[src/rtl/qd_arb.sv]
// Two-requester round-robin front end for a shared combinational qd classifier.
// One request is in flight at a time: IDLE accepts, EVAL samples the classifier, RESP holds the result.
`timescale 1ns/1ps

module qd_arb #(
  parameter int CNT_W = 8
) (
  input  logic             clk,
  input  logic             rst_n,
  input  logic             req0_valid,
  input  logic [3:0]       req0_data,
  output logic             req0_ready,
  input  logic             req1_valid,
  input  logic [3:0]       req1_data,
  output logic             req1_ready,
  output logic [3:0]       qd_a,
  input  logic             qd_p,
  input  logic             qd_d,
  output logic             rsp_valid,
  input  logic             rsp_ready,
  output logic             rsp_id,
  output logic             rsp_p,
  output logic             rsp_d,
  input  logic             clr_cnt,
  output logic [CNT_W-1:0] cnt_p,
  output logic [CNT_W-1:0] cnt_d
);

  typedef enum logic [1:0] {
    ST_IDLE = 2'd0,
    ST_EVAL = 2'd1,
    ST_RESP = 2'd2
  } state_t;

  localparam logic [CNT_W-1:0] CNT_MAX  = {CNT_W{1'b1}};
  localparam logic [CNT_W-1:0] CNT_ZERO = CNT_W'(0);
  localparam logic [CNT_W-1:0] CNT_ONE  = CNT_W'(1);

  state_t           state_q, state_d;
  logic             last_grant_q, last_grant_d;
  logic [3:0]       qd_a_q, qd_a_d;
  logic             rsp_valid_q, rsp_valid_d;
  logic             rsp_id_q, rsp_id_d;
  logic             rsp_p_q, rsp_p_d;
  logic             rsp_d_q, rsp_d_d;
  logic [CNT_W-1:0] cnt_p_q, cnt_p_d;
  logic [CNT_W-1:0] cnt_d_q, cnt_d_d;

  logic             grant_any_s;
  logic             grant_idx_s;
  logic [3:0]       grant_data_s;
  logic             xfer_s;
  logic             inc_p_s;
  logic             inc_d_s;

  function automatic logic [CNT_W-1:0] sat_inc(input logic [CNT_W-1:0] val, input logic en);
    logic [CNT_W-1:0] res;
    if (!en) begin
      res = val;
    end else if (val == CNT_MAX) begin
      res = val;
    end else begin
      res = val + CNT_ONE;
    end
    return res;
  endfunction

  // On a tie the requester that did not win last time is chosen.
  always_comb begin
    grant_any_s  = req0_valid | req1_valid;
    grant_idx_s  = 1'b0;
    grant_data_s = 4'h0;
    if (req0_valid && req1_valid) begin
      grant_idx_s = ~last_grant_q;
    end else if (req1_valid) begin
      grant_idx_s = 1'b1;
    end else begin
      grant_idx_s = 1'b0;
    end
    if (grant_idx_s) begin
      grant_data_s = req1_data;
    end else begin
      grant_data_s = req0_data;
    end
  end

  // Ready is forced low while reset is held so nothing appears accepted.
  assign xfer_s     = rst_n && (state_q == ST_IDLE) && grant_any_s;
  assign req0_ready = xfer_s & ~grant_idx_s;
  assign req1_ready = xfer_s &  grant_idx_s;

  // Next-state and datapath updates for the request/evaluate/respond cycle.
  always_comb begin
    state_d      = state_q;
    last_grant_d = last_grant_q;
    qd_a_d       = qd_a_q;
    rsp_valid_d  = rsp_valid_q;
    rsp_id_d     = rsp_id_q;
    rsp_p_d      = rsp_p_q;
    rsp_d_d      = rsp_d_q;
    inc_p_s      = 1'b0;
    inc_d_s      = 1'b0;
    case (state_q)
      ST_IDLE: begin
        if (xfer_s) begin
          state_d      = ST_EVAL;
          qd_a_d       = grant_data_s;
          rsp_id_d     = grant_idx_s;
          last_grant_d = grant_idx_s;
        end else begin
          state_d = ST_IDLE;
        end
      end
      ST_EVAL: begin
        rsp_p_d     = qd_p;
        rsp_d_d     = qd_d;
        rsp_valid_d = 1'b1;
        inc_p_s     = qd_p;
        inc_d_s     = qd_d;
        state_d     = ST_RESP;
      end
      ST_RESP: begin
        if (rsp_ready) begin
          rsp_valid_d = 1'b0;
          state_d     = ST_IDLE;
        end else begin
          state_d = ST_RESP;
        end
      end
      default: begin
        rsp_valid_d = 1'b0;
        state_d     = ST_IDLE;
      end
    endcase

    // A clear wins over an increment landing on the same edge.
    if (clr_cnt) begin
      cnt_p_d = CNT_ZERO;
      cnt_d_d = CNT_ZERO;
    end else begin
      cnt_p_d = sat_inc(cnt_p_q, inc_p_s);
      cnt_d_d = sat_inc(cnt_d_q, inc_d_s);
    end
  end

  // State registers; last_grant resets to 1 so requester 0 wins the first tie.
  always_ff @(posedge clk) begin
    if (!rst_n) begin
      state_q      <= ST_IDLE;
      last_grant_q <= 1'b1;
      qd_a_q       <= 4'h0;
      rsp_valid_q  <= 1'b0;
      rsp_id_q     <= 1'b0;
      rsp_p_q      <= 1'b0;
      rsp_d_q      <= 1'b0;
      cnt_p_q      <= CNT_ZERO;
      cnt_d_q      <= CNT_ZERO;
    end else begin
      state_q      <= state_d;
      last_grant_q <= last_grant_d;
      qd_a_q       <= qd_a_d;
      rsp_valid_q  <= rsp_valid_d;
      rsp_id_q     <= rsp_id_d;
      rsp_p_q      <= rsp_p_d;
      rsp_d_q      <= rsp_d_d;
      cnt_p_q      <= cnt_p_d;
      cnt_d_q      <= cnt_d_d;
    end
  end

  assign qd_a      = qd_a_q;
  assign rsp_valid = rsp_valid_q;
  assign rsp_id    = rsp_id_q;
  assign rsp_p     = rsp_p_q;
  assign rsp_d     = rsp_d_q;
  assign cnt_p     = cnt_p_q;
  assign cnt_d     = cnt_d_q;

endmodule

[config.mk]
export PLATFORM = sky130hd
export DESIGN_NAME = qd_arb
export DESIGN_NICKNAME = d
export VERILOG_FILES = /design/src/rtl/qd_arb.sv
export SDC_FILE = /design/constraint.sdc
export NUM_CORES = 1
export LEC_CHECK = 0
export BUFFER_PORTS_ARGS = -buffer_cell sky130_fd_sc_hd__buf_2
export CAP_MARGIN = 0
export CORE_MARGIN = 8
export CORE_UTILIZATION = 44
export CTS_CLUSTER_SIZE = 8
export DETAILED_ROUTE_END_ITERATION = 8
export GPL_ROUTABILITY_DRIVEN = 0
export PLACE_DENSITY_LB_ADDON = 0.12
export SKIP_CTS_REPAIR_TIMING = 1
export SLEW_MARGIN = 40
export SYNTH_ARGS = -nofsm -noshare
export SYNTH_HDL_FRONTEND = slang
export SYNTH_SLANG_ARGS = --single-unit
export TNS_END_PERCENT = 50
[constraint.sdc]
create_clock -name clk -period 1.45 [get_ports clk]
set_clock_uncertainty 0.05 [all_clocks]
set_input_delay 0.29 -clock clk [delete_from_list [all_inputs] [get_ports clk]]
set_output_delay 0.29 -clock clk [all_outputs]
set_load 0.05 [all_outputs]
# Word level (Yosys, flattened, before mapping)
# Cells that the tools add are included.
[totals] ff_bits=27 elab_cells=44 out_inout_bits=26 input_bits=16
[classes] n_addsub=2 mux=10 n_eq_ne=5 reduce_logical=9 bitwise=9
[op_table] cell="adder 8 x 1 -> 8 bit, second input constant" n=2
[op_table] cell="== test 8 bit, second input constant" n=2
[op_table] cell="AND reduction 2 bit" n=4
[op_table] cell="2-to-1 mux 1 bit" n=6
[op_table] cell="inverter 1 bit" n=6
[op_table] cell="case mux 2 bit (3 select lines)" n=1
[op_table] cell="2-to-1 mux 4 bit" n=1
[op_table] cell="logical AND 1 bit" n=3
[op_table] cell="case mux 1 bit (3 select lines)" n=1
[op_table] cell="AND 1 bit" n=2
[op_table] cell="== test 2 x 1 -> 1 bit, second input constant" n=1
[op_table] cell="== test 2 bit, second input constant" n=1
[op_table] cell="logical NOT 2 bit" n=1
[op_table] cell="2-to-1 mux 2 bit" n=1
[op_table] cell="!= test 2 bit, second input constant" n=1
[op_table] cell="OR reduction 2 bit" n=1
[op_table] cell="bitwise OR 1 bit" n=1

# Logic depth before layout (Yosys ltp)
[logic_depth] ltp_word=5 mapped_depth=6 ltp_nobuf=5

# Least setup slack after synthesis
# Ideal clock, no wire load.
[synth_path] path_kind="register to register" startpoint="register cnt_p_q[2], in the netlist cnt_p[2]" endpoint="register cnt_p_q[5], in the netlist cnt_p[5]" path_slack_ns=-0.415 arrival_time_ns=1.755 setup_time_ns=0.060 n_path_buf=0 path_stages_with_launch=5 cell_sequence="dfxtp_1 nand4_1 or3_1 or4_1 nand2_1"
[synth_between] elab_chain_cells=3 word_cells_on_any_way=4
[synth_rtl] element="from (decl)" line_no="46" text="logic [CNT_W-1:0] cnt_p_q, cnt_p_d;"
[synth_rtl] element="from (signal assigned)" line_no="166" text="cnt_p_q <= cnt_p_d;"
[synth_rtl] element="parallel branches: the longest is 3 deep, another holds adder 8 x 1 -> 8 bit"
# Parallel ways; which one is timed is not known.
# A chain may end at the register's enable or synchronous reset.

# Worst setup path in the final report
[layout_path] startpoint="register state_q[0]" endpoint="output req1_ready"
[layout_between] elab_chain_cells=4
[layout_rtl] element="from (decl)" line_no="39" text="state_t state_q, state_d;"
[layout_rtl] element="from (signal assigned)" line_no="159" text="state_q <= state_d;"
[layout_rtl] element="logical NOT 2 bit" line_no="88" text="assign xfer_s = rst_n && (state_q == ST_IDLE) && grant_any_s;"
[layout_rtl] element="logical AND 1 bit (2 in a row)" line_no="88"
[layout_rtl] element="AND 1 bit" line_no="90" text="assign req1_ready = xfer_s & grant_idx_s;"
[layout_rtl] element="to (decl)" line_no="15" text="output logic req1_ready,"
# Every way passes these cells.

==> Implementation_results.wiki <==
{| class="wikitable"
! Metric !! Value
|-
| Final Critical Period || 1.69 ns
|-
| Yosys warns || 0
|-
| Mux cell area share after synthesis || 1.61%
|-
| Drt initial violations || 68
|-
| Number of antenna-violating nets in the routed design || 0
|-
| Cells along the critical path || nor2_4 -> o211ai_1 -> inv_1 -> nand2_2 -> clkinvlp_4 -> buf_8
|-
| CTS tree || done
|-
| Cell type contributing the most total cell area after synthesis || dfxtp_1
|-
| Maximum capacitance violations || 0
|-
| Normalized max-slew margin || 78.7%
|-
| Met1 routing resource usage after global routing || 13.8%
|-
| Fillers || 232
|-
| Post-synth design cell area || 1240 sq um
|-
| Seq/Total Area, Yosys || 43.4%
|-
| Residual DRC count || 0
|-
| Post-synthesis register bit count || 27
|-
| Kind of path behind the tightest hold check || input port to flip-flop
|-
| CP Max Fanout || 4
|-
| DR vias/cell || 5.51
|-
| Max Clk Rate || 592 MHz
|-
| Number of vias in the routed layout || 1344
|-
| Average instance area after synthesis || 8.24 sq um
|-
| Critical path buffer and inverter count || 3
|-
| Half-perimeter wire length after placement || 2.63 mm
|-
| Initial cell density of the core || 45.5%
|-
| Highest-count cells in the layout ignoring fill and taps || buf_2, buf_4, nand2_1, a21oi_1
|-
| Non-filler cells in the finished layout || 244
|-
| Dominant register cell in the synthesized netlist || dfxtp_1
|-
| Peak supply drop || 800 uV
|-
| Root buf cell || clkbuf_4
|-
| Delay of the slowest cell on the worst path || 0.41 ns
|-
| Global-route layer with the greatest usage || met2
|-
| Placed Cells incl. Taps || 234
|-
| Latest clock arrival within the worst-skew pair || 0.32 ns
|-
| Vert. Die Dim || 69.2 um
|-
| Actual transition at the worst max-transition pin || 0.319 ns
|-
| Maximum count of clock buffers along a single path || 2
|-
| Fraction of layout cells with a size suffix above 1 || 53.5%
|-
| Combined global-route utilization of all metal layers || 13.5%
|-
| Post-synthesis share of cell area spent on xor and xnor gates || 2.11%
|-
| Post-synthesis adder-cell area fraction || 2.01%
|-
| Cells after synthesis || 151
|-
| Type of destination of the critical path || primary output
|-
| Crit path arrival time || 1.35 ns
|-
| Total clock sinks || 27
|-
| Via count of the first global-routing pass || 1264
|-
| Type of origin of the critical path || flip-flop
|-
| Setup WS pre-CTS || -0.0383 ns
|-
| Cell with the largest stage delay on the worst path || dfxtp_4
|-
| Synth top area cells || dfxtp_1, nand2_1, a21oi_1, nor2_1, o21ai_0
|-
| Leading cell type in the layout, fill and taps excluded || buf_2
|-
| First-pass iteration count of the detailed router || 4
|-
| Combinational family with the most area after synthesis || simple AND/OR/NAND/NOR gates
|-
| Clock input transition at the sequential cells of the worst setup and hold paths || 0.14 ns
|-
| Share of synthesized cell area in and, or, nand and nor gates || 26.9%
|-
| Type of the worst setup path || flip-flop to primary output
|-
| Storage cell area || 583 sq um
|-
| Routing usage on met2 || 25.3%
|-
| Core region area || 2730 sq um
|-
| Critical Path RT || 1.11 ns
|-
| H-tree lvl count || 1
|-
| Number of synthesized flops with an enable pin || 0
|-
| Yosys top cell area share || 43.4%
|-
| Total Wirelength || 3.63 mm
|-
| Outcome || finished with violations
|-
| Power density over the cells || 780 nW/um^2
|-
| Area Growth Syn to Fin || 47.4%
|-
| Count of final hold-check violations || 0
|-
| # port buffers || 41
|-
| Number of nets in the finished design || 232
|-
| Clock buffers created by TritonCTS || 3
|-
| Number of antenna violations at the first check in global routing || 0
|-
| Count of final setup violators || 10
|-
| I/O pin count || 42
|-
| Pins Over Slew Limit || 0
|-
| Leakage power || 0.000783 uW
|-
| Global route total overflow || 0
|-
| Async SR Flop Fraction || 0%
|-
| Area of the multi-input gates || 763 sq um
|-
| Post-route cell area || 1840 sq um
|-
| DIE WIDTH || 69.2 um
|-
| Setup slack after layout || -0.238 ns
|-
| Final Util || 67.1%
|-
| Setup repair after global routing missed its margin || true
|-
| Number of rows created at floorplan || 19
|-
| Area after DPL || 1630 sq um
|-
| Number of inserted diodes || 0
|-
| Die outline area || 4790 sq um
|-
| Fraction of the mapped netlist area in compound gates || 20.0%
|-
| Number of distinct library cells after synthesis || 37
|-
| Maximum number of pins on one net before global-route repair || 16
|-
| Routed length per placed instance || 14.9 um
|-
| Met3 GRT Util || 4.15%
|-
| Final cycle utilization of the critical path || 116%
|-
| Failing checks || negative setup slack
|-
| CP top delay family || flip-flops
|-
| Wire length of the first global-routing pass || 5.59 mm
|-
| Syn Nets || 169
|}
==> stage by stage <==
stage	TNS, ns	power (uW)	hold slack, ns
floorplan	-0.344	982	0.374
global placement	-0.00668	1080	0.396
detailed placement	-0.0954	1090	0.397
CTS	-0.883	1410	0.127
global route	-2.00	1500	0.129
finish	-1.15	1430	0.141
==> sequential cells by signal, indices dropped and copies added, names as in the netlist <==
signal and flops:
rsp_p 1, state_q 2, last_grant_q 1, cnt_p 8, rsp_id 1, cnt_d 8
rsp_d 1, qd_a 4, rsp_valid 1
==> per-layer routing <==
layer | up-vias | wire (um)
met5 | - | 0
met4 | 0 | 34
met3 | 4 | 153
met2 | 26 | 2050
met1 | 643 | 1390
li1 | 671 | -
==> worst register-to-register path, stage by stage, from the launching register on <==
cell	delay, ns
dfxtp_4	0.38
buf_4	0.14
buf_4	0.13
buf_6	0.11
and3b_2	0.25
o2111a_2	0.23
a21oi_2	0.05
a31o_2	0.21
==> area by class of cell <==
class                      instances  area share, %
inverter                           4           1.02
timing repair buffer              64           22.0
sequential                        27           31.8
clock inverter                     1          0.273
clock buffer                       3           1.23
multi-input combinational        114           41.6
tap                               31           2.11
==> power by group <==
group | switching (uW) | internal [uW]
clock | 216 | 103
sequential | 20.2 | 760
combinational | 202 | 131
total | 438 | 994
==> Yosys cell counts, drive strengths merged (2+ instances only) <==
| cell type | number |
|---|---|
| o21ai | 10 |
| nand2 | 20 |
| a21boi | 2 |
| nor2 | 14 |
| a21oi | 14 |
| buf | 3 |
| nand2b | 2 |
| inv | 4 |
| nand3 | 7 |
| dfxtp | 27 |
| nor3 | 7 |
| nor4 | 3 |
| a211oi | 2 |
| and3b | 2 |
| xor2 | 3 |
| nor2b | 3 |
| nand3b | 2 |
| nand4 | 3 |
| ha | 2 |
| o211ai | 3 |
| a31oi | 2 |
| mux2i | 2 |
| clkbuf | 3 |
==> cell families (layout without fill, tap and decap cells) <==
logic type / after synthesis / in the layout
flip-flops: 27 / 27
buffers and inverters: 10 / 72
adder cells (fa/ha/maj): 2 / 2
AO/OA/AOI/OAI: 40 / 40
XOR/XNOR: 3 / 3
AND/OR/NAND/NOR: 67 / 67
multiplexers: 2 / 2
==> worst paths after layout <==
kind | startpoint | end | slack [ns] | cells past startpoint
worst max-delay path | state_q[0] | req1_ready | -0.24 | 6
worst min-delay path | req0_data[1] | qd_a[1] | 0.14 | 3
worst max register to register | state_q[1] | cnt_p[4] | -0.19 | 7
worst min register to register | cnt_p[6] | cnt_p[6] | 0.42 | 1
No activity file was read; power rests on OpenSTA's default activity.
